$ cat config.mk
export PLATFORM = sky130hd
export DESIGN_NAME = yscaler_line_seq_flat
export DESIGN_NICKNAME = d
export VERILOG_FILES = /design/src/rtl/yscaler_line_seq_pkg.sv /design/src/rtl/yscaler_line_seq_if.sv /design/src/rtl/yscaler_line_seq.sv /design/src/flat_wrapper.sv
export SDC_FILE = /design/constraint.sdc
export NUM_CORES = 1
export LEC_CHECK = 0
export CAP_MARGIN = 5
export CORE_MARGIN = 2
export CORE_UTILIZATION = 29
export DETAILED_ROUTE_END_ITERATION = 10
export SLEW_MARGIN = 40
export SYNTH_ARGS = -nofsm -noshare
export SYNTH_HDL_FRONTEND = slang
export SYNTH_SLANG_ARGS = --single-unit
$ cat constraint.sdc
create_clock -name clk -period 2.1 [get_ports clk]
set_input_delay 0.315 -clock clk [delete_from_list [all_inputs] [get_ports clk]]
set_output_delay 0.315 -clock clk [all_outputs]
set_load 0.03 [all_outputs]
$ cat src/rtl/yscaler_line_seq_pkg.sv
// Shared types for the vertical scaler line sequencer.
// Holds the FSM state encoding and the engine reset length.
package yscaler_line_seq_pkg;

   typedef enum logic [3:0] {
      IDLE,
      INIT,
      PRELOAD,
      SETTLE,
      STEP,
      WAIT,
      ADV,
      DRAIN,
      DONE
   } seq_state_t;

   localparam int C_INIT_CYCLES = 2;

endpackage

$ cat src/rtl/yscaler_line_seq_if.sv
// Line-buffer request bundle: load and emit handshakes.
// The sequencer is the master, the line-buffer datapath the slave.
interface yscaler_line_seq_if;

   logic ld_req;
   logic ld_buf;
   logic ld_discard;
   logic ld_done;
   logic em_req;
   logic em_last;
   logic em_done;

   modport master (
      output ld_req,
      output ld_buf,
      output ld_discard,
      output em_req,
      output em_last,
      input  ld_done,
      input  em_done
   );

   modport slave (
      input  ld_req,
      input  ld_buf,
      input  ld_discard,
      input  em_req,
      input  em_last,
      output ld_done,
      output em_done
   );

endinterface

$ cat src/rtl/yscaler_line_seq.sv
// Per-frame line sequencer for the vertical scaler.
// Paces the step engine and issues line load/emit requests.
module yscaler_line_seq
   import yscaler_line_seq_pkg::*;
#(
   parameter int C_RESO_WIDTH = 10
) (
   input  logic                    clk,
   input  logic                    resetn,
   input  logic                    start,
   input  logic [C_RESO_WIDTH-1:0] ori_size,
   input  logic [C_RESO_WIDTH-1:0] scale_size,
   output logic                    sc_resetn,
   output logic                    sc_update_mul,
   output logic [C_RESO_WIDTH-1:0] sc_ori_size,
   output logic [C_RESO_WIDTH-1:0] sc_scale_size,
   input  logic                    sc_repeat_line,
   input  logic                    sc_ovalid,
   input  logic [C_RESO_WIDTH-1:0] sc_o_inv_cnt,
   yscaler_line_seq_if.master      lb,
   output logic                    busy,
   output logic                    frame_done
);

   localparam logic [C_RESO_WIDTH-1:0] ONE =
      {{(C_RESO_WIDTH-1){1'b0}}, 1'b1};
   localparam logic [1:0] INIT_LAST =
      2'(C_INIT_CYCLES - 1);

   seq_state_t              state_q, state_d;
   logic [C_RESO_WIDTH-1:0] ori_q, ori_d;
   logic [C_RESO_WIDTH-1:0] scale_q, scale_d;
   logic [C_RESO_WIDTH-1:0] lines_ld_q, lines_ld_d;
   logic [C_RESO_WIDTH-1:0] lines_em_q, lines_em_d;
   logic [1:0]              init_q, init_d;
   logic                    ld_req_q, ld_req_d;
   logic                    ld_buf_q, ld_buf_d;
   logic                    disc_q, disc_d;
   logic                    em_req_q, em_req_d;
   logic                    last_q, last_d;

   logic do_em;
   logic do_ld;
   logic ld_fin;
   logic em_fin;

   assign do_em  = sc_ovalid && (lines_em_q < scale_q);
   assign do_ld  = !sc_repeat_line && (lines_ld_q < ori_q);
   assign ld_fin = ld_req_q && lb.ld_done;
   assign em_fin = em_req_q && lb.em_done;

   // Next-state and register-update decode for the frame FSM.
   always_comb begin
      state_d    = state_q;
      ori_d      = ori_q;
      scale_d    = scale_q;
      lines_ld_d = lines_ld_q;
      lines_em_d = lines_em_q;
      init_d     = init_q;
      ld_req_d   = ld_req_q;
      ld_buf_d   = ld_buf_q;
      disc_d     = disc_q;
      em_req_d   = em_req_q;
      last_d     = last_q;
      unique case (state_q)
         IDLE: begin
            if (start) begin
               ori_d      = ori_size;
               scale_d    = scale_size;
               lines_ld_d = '0;
               lines_em_d = '0;
               init_d     = '0;
               ld_buf_d   = 1'b0;
               disc_d     = 1'b0;
               last_d     = 1'b0;
               if (ori_size == '0 ||
                   scale_size == '0)
                  state_d = DONE;
               else
                  state_d = INIT;
            end
         end
         INIT: begin
            init_d = init_q + 2'd1;
            if (init_q == INIT_LAST) begin
               ld_req_d   = 1'b1;
               ld_buf_d   = 1'b0;
               disc_d     = 1'b0;
               lines_ld_d = ONE;
               state_d    = PRELOAD;
            end
         end
         PRELOAD: begin
            if (ld_fin) begin
               ld_req_d = 1'b0;
               state_d  = SETTLE;
            end
         end
         SETTLE: begin
            state_d = STEP;
         end
         STEP: begin
            last_d = 1'b0;
            if (do_ld) begin
               ld_req_d   = 1'b1;
               ld_buf_d   = ~ld_buf_q;
               disc_d     = 1'b0;
               lines_ld_d = lines_ld_q + ONE;
            end
            if (do_em) begin
               em_req_d = 1'b1;
               last_d   = (sc_o_inv_cnt == ONE);
            end
            if (do_ld || do_em)
               state_d = WAIT;
            else
               state_d = ADV;
         end
         WAIT: begin
            if (ld_fin)
               ld_req_d = 1'b0;
            if (em_fin) begin
               em_req_d   = 1'b0;
               lines_em_d = lines_em_q + ONE;
            end
            if (!((ld_req_q && !ld_fin) ||
                  (em_req_q && !em_fin)))
               state_d = ADV;
         end
         ADV: begin
            if (last_q ||
                lines_em_q == scale_q)
               state_d = DRAIN;
            else
               state_d = SETTLE;
         end
         DRAIN: begin
            if (ld_req_q) begin
               if (lb.ld_done)
                  ld_req_d = 1'b0;
            end else if (lines_ld_q < ori_q) begin
               ld_req_d   = 1'b1;
               disc_d     = 1'b1;
               lines_ld_d = lines_ld_q + ONE;
            end else begin
               state_d = DONE;
            end
         end
         DONE: begin
            disc_d  = 1'b0;
            last_d  = 1'b0;
            state_d = IDLE;
         end
         default: begin
            state_d = IDLE;
         end
      endcase
   end

   // State and datapath registers with synchronous reset.
   always_ff @(posedge clk) begin
      if (!resetn) begin
         state_q    <= IDLE;
         ori_q      <= '0;
         scale_q    <= '0;
         lines_ld_q <= '0;
         lines_em_q <= '0;
         init_q     <= '0;
         ld_req_q   <= 1'b0;
         ld_buf_q   <= 1'b0;
         disc_q     <= 1'b0;
         em_req_q   <= 1'b0;
         last_q     <= 1'b0;
      end else begin
         state_q    <= state_d;
         ori_q      <= ori_d;
         scale_q    <= scale_d;
         lines_ld_q <= lines_ld_d;
         lines_em_q <= lines_em_d;
         init_q     <= init_d;
         ld_req_q   <= ld_req_d;
         ld_buf_q   <= ld_buf_d;
         disc_q     <= disc_d;
         em_req_q   <= em_req_d;
         last_q     <= last_d;
      end
   end

   // Engine is held in reset while idle and during INIT.
   assign sc_resetn     = !(state_q inside {IDLE, INIT});
   assign sc_update_mul = (state_q == ADV);
   assign sc_ori_size   = ori_q;
   assign sc_scale_size = scale_q;

   assign lb.ld_req     = ld_req_q;
   assign lb.ld_buf     = ld_buf_q;
   assign lb.ld_discard = disc_q;
   assign lb.em_req     = em_req_q;
   assign lb.em_last    = em_req_q && last_q;

   assign busy       = !(state_q inside {IDLE, DONE});
   assign frame_done = (state_q == DONE);

endmodule

$ cat src/flat_wrapper.sv
// flat-port wrapper written by rule: the top's interface ports become plain ports
module yscaler_line_seq_flat import yscaler_line_seq_pkg::*;
#(
   parameter int C_RESO_WIDTH = 10
)
  (clk, resetn, start, ori_size, scale_size, sc_resetn, sc_update_mul, sc_ori_size, sc_scale_size, sc_repeat_line, sc_ovalid, sc_o_inv_cnt, busy, frame_done, lb_ld_req, lb_ld_buf, lb_ld_discard, lb_em_req, lb_em_last, lb_ld_done, lb_em_done);
  yscaler_line_seq_if lb_i ();
  input  logic clk;
  input  logic resetn;
  input  logic start;
  input  logic [C_RESO_WIDTH-1:0] ori_size;
  input  logic [C_RESO_WIDTH-1:0] scale_size;
  output logic sc_resetn;
  output logic sc_update_mul;
  output logic [C_RESO_WIDTH-1:0] sc_ori_size;
  output logic [C_RESO_WIDTH-1:0] sc_scale_size;
  input  logic sc_repeat_line;
  input  logic sc_ovalid;
  input  logic [C_RESO_WIDTH-1:0] sc_o_inv_cnt;
  output logic busy;
  output logic frame_done;
  output wire logic [$bits(lb_i.ld_req)-1:0] lb_ld_req;
  output wire logic [$bits(lb_i.ld_buf)-1:0] lb_ld_buf;
  output wire logic [$bits(lb_i.ld_discard)-1:0] lb_ld_discard;
  output wire logic [$bits(lb_i.em_req)-1:0] lb_em_req;
  output wire logic [$bits(lb_i.em_last)-1:0] lb_em_last;
  input wire logic [$bits(lb_i.ld_done)-1:0] lb_ld_done;
  input wire logic [$bits(lb_i.em_done)-1:0] lb_em_done;
  assign lb_ld_req = lb_i.ld_req;
  assign lb_ld_buf = lb_i.ld_buf;
  assign lb_ld_discard = lb_i.ld_discard;
  assign lb_em_req = lb_i.em_req;
  assign lb_em_last = lb_i.em_last;
  assign lb_i.ld_done = lb_ld_done;
  assign lb_i.em_done = lb_em_done;
  yscaler_line_seq #(.C_RESO_WIDTH(C_RESO_WIDTH)) u_core (.clk(clk), .resetn(resetn), .start(start), .ori_size(ori_size), .scale_size(scale_size), .sc_resetn(sc_resetn), .sc_update_mul(sc_update_mul), .sc_ori_size(sc_ori_size), .sc_scale_size(sc_scale_size), .sc_repeat_line(sc_repeat_line), .sc_ovalid(sc_ovalid), .sc_o_inv_cnt(sc_o_inv_cnt), .lb(lb_i), .busy(busy), .frame_done(frame_done));
endmodule
# Yosys cells after proc, flatten, opt, wreduce, memory -nomap -nowiden
# Index checks and enable logic that the tools add are counted.
[op_classes]
muxes = 40
reduce_logical = 39
addsub = 3
n_bitwise = 1
order_cmp = 2
n_eq_ne = 22
[op_table]
columns = ["cell", "n"]
rows = [
  ["$mux W10", 6],
  ["$pmux W10 S4", 1],
  ["$pmux W4 S8", 1],
  ["$mux W4", 7],
  ["$add A10 B1 Y10 const B", 2],
  ["$logic_not A10 Y1", 2],
  ["$lt A10 B10 Y1", 2],
  ["$pmux W10 S2", 1],
  ["$reduce_and A6 Y1", 3],
  ["$eq A4 B3 Y1 const B", 4],
  ["$mux W1", 15],
  ["$ne A2 B1 Y1 const B", 7],
  ["$eq A10 B1 Y1 const B", 1],
  ["$eq A10 B10 Y1", 1],
  ["$eq A4 B2 Y1 const B", 2],
  ["$ne A2 B2 Y1 const B", 4],
  ["$reduce_and A4 Y1", 2],
  ["$reduce_bool A2 Y1", 4],
  ["$reduce_bool A4 Y1", 2],
  ["$logic_and A1 B1 Y1", 7],
  ["$pmux W1 S3", 2],
  ["$reduce_and A2 Y1", 3],
  ["$reduce_and A3 Y1", 2],
  ["$reduce_bool A3 Y1", 2],
  ["16 further kinds", 24],
]
[totals]
output_inout_bits = 29
inputBits = 37
reg_bits = 51
elab_cells = 118

# Longest topological paths before layout
[logic_depth]
depth_word = 6
ltp_mapped = 9
mapped_depth_nobuf = 8

# Least setup slack after synthesis
# Ideal clock, no wire load.
[synth_timing]
kind = "reg2reg"
from = "reg u_core.ori_q[9] (netlist: u_core.sc_ori_size[9])"
to = "reg u_core.lines_ld_q[0]"
stages_incl_launch_ff = 10
n_path_buf = 1
path_slack_ns = -0.251
t_arrival_ns = 2.262
synth_period_minus_slack_ns = 2.351
t_required_ns = 2.012
setup_ns = 0.088
cell_sequence = "dfxtp_1 inv_1 ha_1 nand2_1 nor2_1 or3b_2 a21oi_2 buf_6 nor3b_2 a311oi_2"
[synth_between]
elab_chain_len = 4
elab_cells_between_ends = 5
cone_classes = "order compare: 1; eq/ne: 2; reduce/logical: 2"
[synth_lines]
columns = ["item", "line_no", "rtl"]
rows = [
  ["start, declared", "yscaler_line_seq.sv:31", "logic [C_RESO_WIDTH-1:0] ori_q, ori_d;"],
  ["start signal, assigned", "yscaler_line_seq.sv:176", "ori_q <= ori_d;"],
  ["$lt A10 B10 Y1 (*)", "yscaler_line_seq.sv:48, yscaler_line_seq.sv:141", ""],
  ["$logic_and A1 B1 Y1", "yscaler_line_seq.sv:48", "assign do_ld = !sc_repeat_line && (lines_ld_q < ori_q);"],
  ["$ne A2 B1 Y1 (no line)", "-", ""],
  ["$reduce_and A6 Y1 (no line) (*)", "-", ""],
  ["end signal, assigned", "yscaler_line_seq.sv:178", "lines_ld_q <= lines_ld_d;"],
  ["end, declared", "yscaler_line_seq.sv:33", "logic [C_RESO_WIDTH-1:0] lines_ld_q, lines_ld_d;"],
]
# Every way passes the cells marked *; elsewhere a longest branch is shown, timed or not.
# A chain may end at the register's enable or synchronous reset.

# Worst setup path in the final report
[layout_timing]
from = "reg u_core.ori_q[4] (netlist: u_core.sc_ori_size[4])"
to = "reg u_core.lines_ld_q[7]"
# Same word-level chain as after synthesis.

==> flow_summary.json <==
{
  "numCtsBuffers": 5,
  "grt_first_pass_wirelength_mm": 16.1,
  "maxSlewHeadroom_pct": 55.2,
  "ys_seq_area_share_pct": 32.3,
  "synth_cell_types": 63,
  "drcViolationCount": 0,
  "die_h_um": 108,
  "power.internal_mw": 2.48,
  "rsz0062_at_grt": "yes",
  "synth.area.mux_share_pct": 0.317,
  "tritoncts": "built",
  "final_cell_mix": "69 x nand2_1, 66 x buf_4, 62 x clkdlybuf4s50_1, 41 x a21oi_1, 38 x dfxtp_1",
  "synth_simple_gate_area_share_pct": 28.3,
  "max-cap-violations": 0,
  "viasPerCell": 5.14,
  "clock_latency_ps": 330,
  "first_global_vias": 3368,
  "cts_buffer_depth": 2,
  "synth_edf_count": 0,
  "hold_violations": 0,
  "clkSinkCount": 51,
  "grt_max_degree": 22,
  "p_sw_mw": 1.83,
  "status": "complete, no violations",
  "final_common_cell": "nand2_1",
  "synth_ff_type": "dfxtp_1",
  "combPwrFrac_pct": 56.9,
  "vias": 3462,
  "setup_viol": 0,
  "drive_above_1_share_pct": 27.2,
  "pwr-share-clk_pct": 15.2,
  "synth_fa_ha_area_share_pct": 8.72,
  "dp_slack_ps": -209,
  "crit_type": "reg2reg",
  "drtPass1Iterations": 5,
  "first_iter_violations": 147,
  "routabilityCongestion": 0.849,
  "fillers": 1096,
  "dpl_cell_area_um2": 4340,
  "avgSynthCellArea_um2": 7.76,
  "synth-compound-area-share_pct": 22.8,
  "areaGrowthSynthToFinish_pct": 51.6,
  "worst_pin_slew_ps": 664,
  "ys_warn_count": 0,
  "core.rowCount": 38,
  "syn_area_um2": 3160,
  "die_area_um2": 11700,
  "fin_nets": 592,
  "cts.root.buffer_cell": "clkbuf_8",
  "ioPinCount": 66,
  "place.port_buffers": 65,
  "synth_top_family_by_area": "simple AND/OR/NAND/NOR gates",
  "htree_levels": 2,
  "min_period_ps": 2090,
  "ys_seq_elements": 51,
  "gr-total-overflow": 0,
  "start_util_pct": 29.4,
  "ir_drop_mv": 0.468,
  "core_area_um2": 10700,
  "antenna_found_initial": 0,
  "wl_per_cell_um": 15.0,
  "die_w_um": 108,
  "synth_top_area_share_pct": 32.3,
  "layout_setup_ws_ps": 13.3,
  "finalCritPeriodShare_pct": 99.4,
  "yosys-top-cells-area": "dfxtp_1 32%, ha_1 8.7%, nand2_1 8.4%",
  "fin_skew_ps": 11.1,
  "finalPower_mw": 4.31,
  "maxSlewViolCount": 0,
  "crit_path_max_fanout": 7,
  "switching_share_pct": 42.4,
  "syn_nets": 466,
  "crit_required_ps": 2330,
  "clk_pin_slew_ps": 110,
  "power_frac_seq_pct": 27.9,
  "diodes": 0,
  "stdcell_area_um2": 4780,
  "endpoint_kind": "flip-flop",
  "grt_usage_pct": 17.1,
  "drt_wl_total_mm": 10.1,
  "synth_area_leader_cell": "dfxtp_1",
  "synth_xor_xnor_area_share_pct": 1.39,
  "worst_hold_slack_ps": 472,
  "r2r_slack_ps": 10,
  "cp.arrival_ps": 2320,
  "p_leak_nw": 1.85,
  "ys_async_sr_fraction_pct": 0,
  "hold_class": "reg2reg",
  "postSynthCellCount": 407,
  "dp.final_hpwl_mm": 7.54,
  "clock.fmax_mhz": 479,
  "cp-start-kind": "flip-flop",
  "power.density_nw_per_um2": 901,
  "finalSetupTns_ps": 0,
  "antenna_left": 0
}
## routing by layer
| metal | wire [um] | global-route usage (%) | vias to the layer above |
|---|---|---|---|
| met5 | 0 | 0 | - |
| met4 | 135 | 3.75 | 0 |
| met3 | 477 | 3.68 | 16 |
| met2 | 5120 | 29.9 | 89 |
| met1 | 4390 | 21.5 | 1644 |
| li1 | - | - | 1713 |
## layout make-up
cell class | count | area (um2) | area share, %
Clock buffer | 5 | 68.8 | 1.44
Multi-Input combinational cell | 314 | 2160 | 45.1
Inverter | 26 | 97.6 | 2.04
Clock inverter | 3 | 28.8 | 0.601
Sequential cell | 51 | 1040 | 21.8
Tap cell | 140 | 175 | 3.66
Timing Repair Buffer | 135 | 1210 | 25.3
## what timing repair did
action	in CTS	in global routing
pin swaps	11	11
gates resized for setup	20	29
setup endpoints to repair	14	19
gates cloned	1	1
buffers inserted	3	11
hold buffers	0	0
## cell families (layout without fill, tap and decap cells)
kind of cell	Yosys count	in the layout
AO/OA/AOI/OAI	107	108
flip-flops	51	51
AND/OR/NAND/NOR	177	178
buffers and inverters	44	169
XOR/XNOR	5	5
adder cells (fa/ha/maj)	22	22
multiplexers	1	1
## registers in the layout, indices dropped and copies added (netlist names)
register	flops
u_core.lb.em_req	1
u_core.sc_scale_size	10
u_core.lb.ld_discard	1
u_core.lines_em_q	10
u_core.state_q	4
u_core.init_q	2
u_core.sc_ori_size	10
u_core.lb.ld_req	1
u_core.lines_ld_q	10
u_core.lb.ld_buf	1
u_core.last_q	1
## Yosys cell counts, drive strengths merged (3+ instances only)
cell	number
ha	22
and3	5
o21ai	17
dfxtp	51
nand2	71
o41ai	4
buf	6
o211a	3
nand3	12
or3	8
a21oi	46
nand4	6
nor2	27
or2	3
inv	26
a211oi	3
and2	3
clkbuf	12
xor2	5
or4	5
nor2b	5
nor4	6
nor3	8
a31oi	5
nand2b	9
o31ai	6
## critical path, stage by stage (launching register included)
cell	delay, ps
dfxtp_2	360
inv_1	50
ha_2	330
a41oi_2	140
or3b_4	460
a21oi_4	300
buf_6	140
nor4_1	40
o21ba_2	180
## metrics by stage
step	util, %	cells
floorplan	-	407
global placement	40.4	650
detailed placement	40.4	650
CTS	42.6	662
global route	44.5	674
finish	44.5	674
## worst paths after layout
path / depth (start not counted) / start / endpoint
max: 8 / u_core.sc_ori_size[4]$_SDFFE_PN0P_ / u_core.lines_ld_q[7]$_SDFFE_PN0P_
min: 2 / u_core.sc_ori_size[1]$_SDFFE_PN0P_ / u_core.sc_ori_size[1]$_SDFFE_PN0P_
max reg2reg: 8 / u_core.sc_ori_size[4]$_SDFFE_PN0P_ / u_core.lines_ld_q[7]$_SDFFE_PN0P_
min reg2reg: 2 / u_core.sc_ori_size[1]$_SDFFE_PN0P_ / u_core.sc_ori_size[1]$_SDFFE_PN0P_
## power by group through the flow
stage | sequential (mW) | clock, mW | combinational, mW
after floorplan | 1.34 | 0 | 1.10
after global placement | 1.22 | 0 | 2.02
after detailed placement | 1.22 | 0 | 2.06
after CTS | 1.20 | 0.650 | 2.22
after global routing | 1.23 | 0.700 | 2.64
final | 1.20 | 0.655 | 2.45
Note: power is estimated with default switching activity, not from simulation.
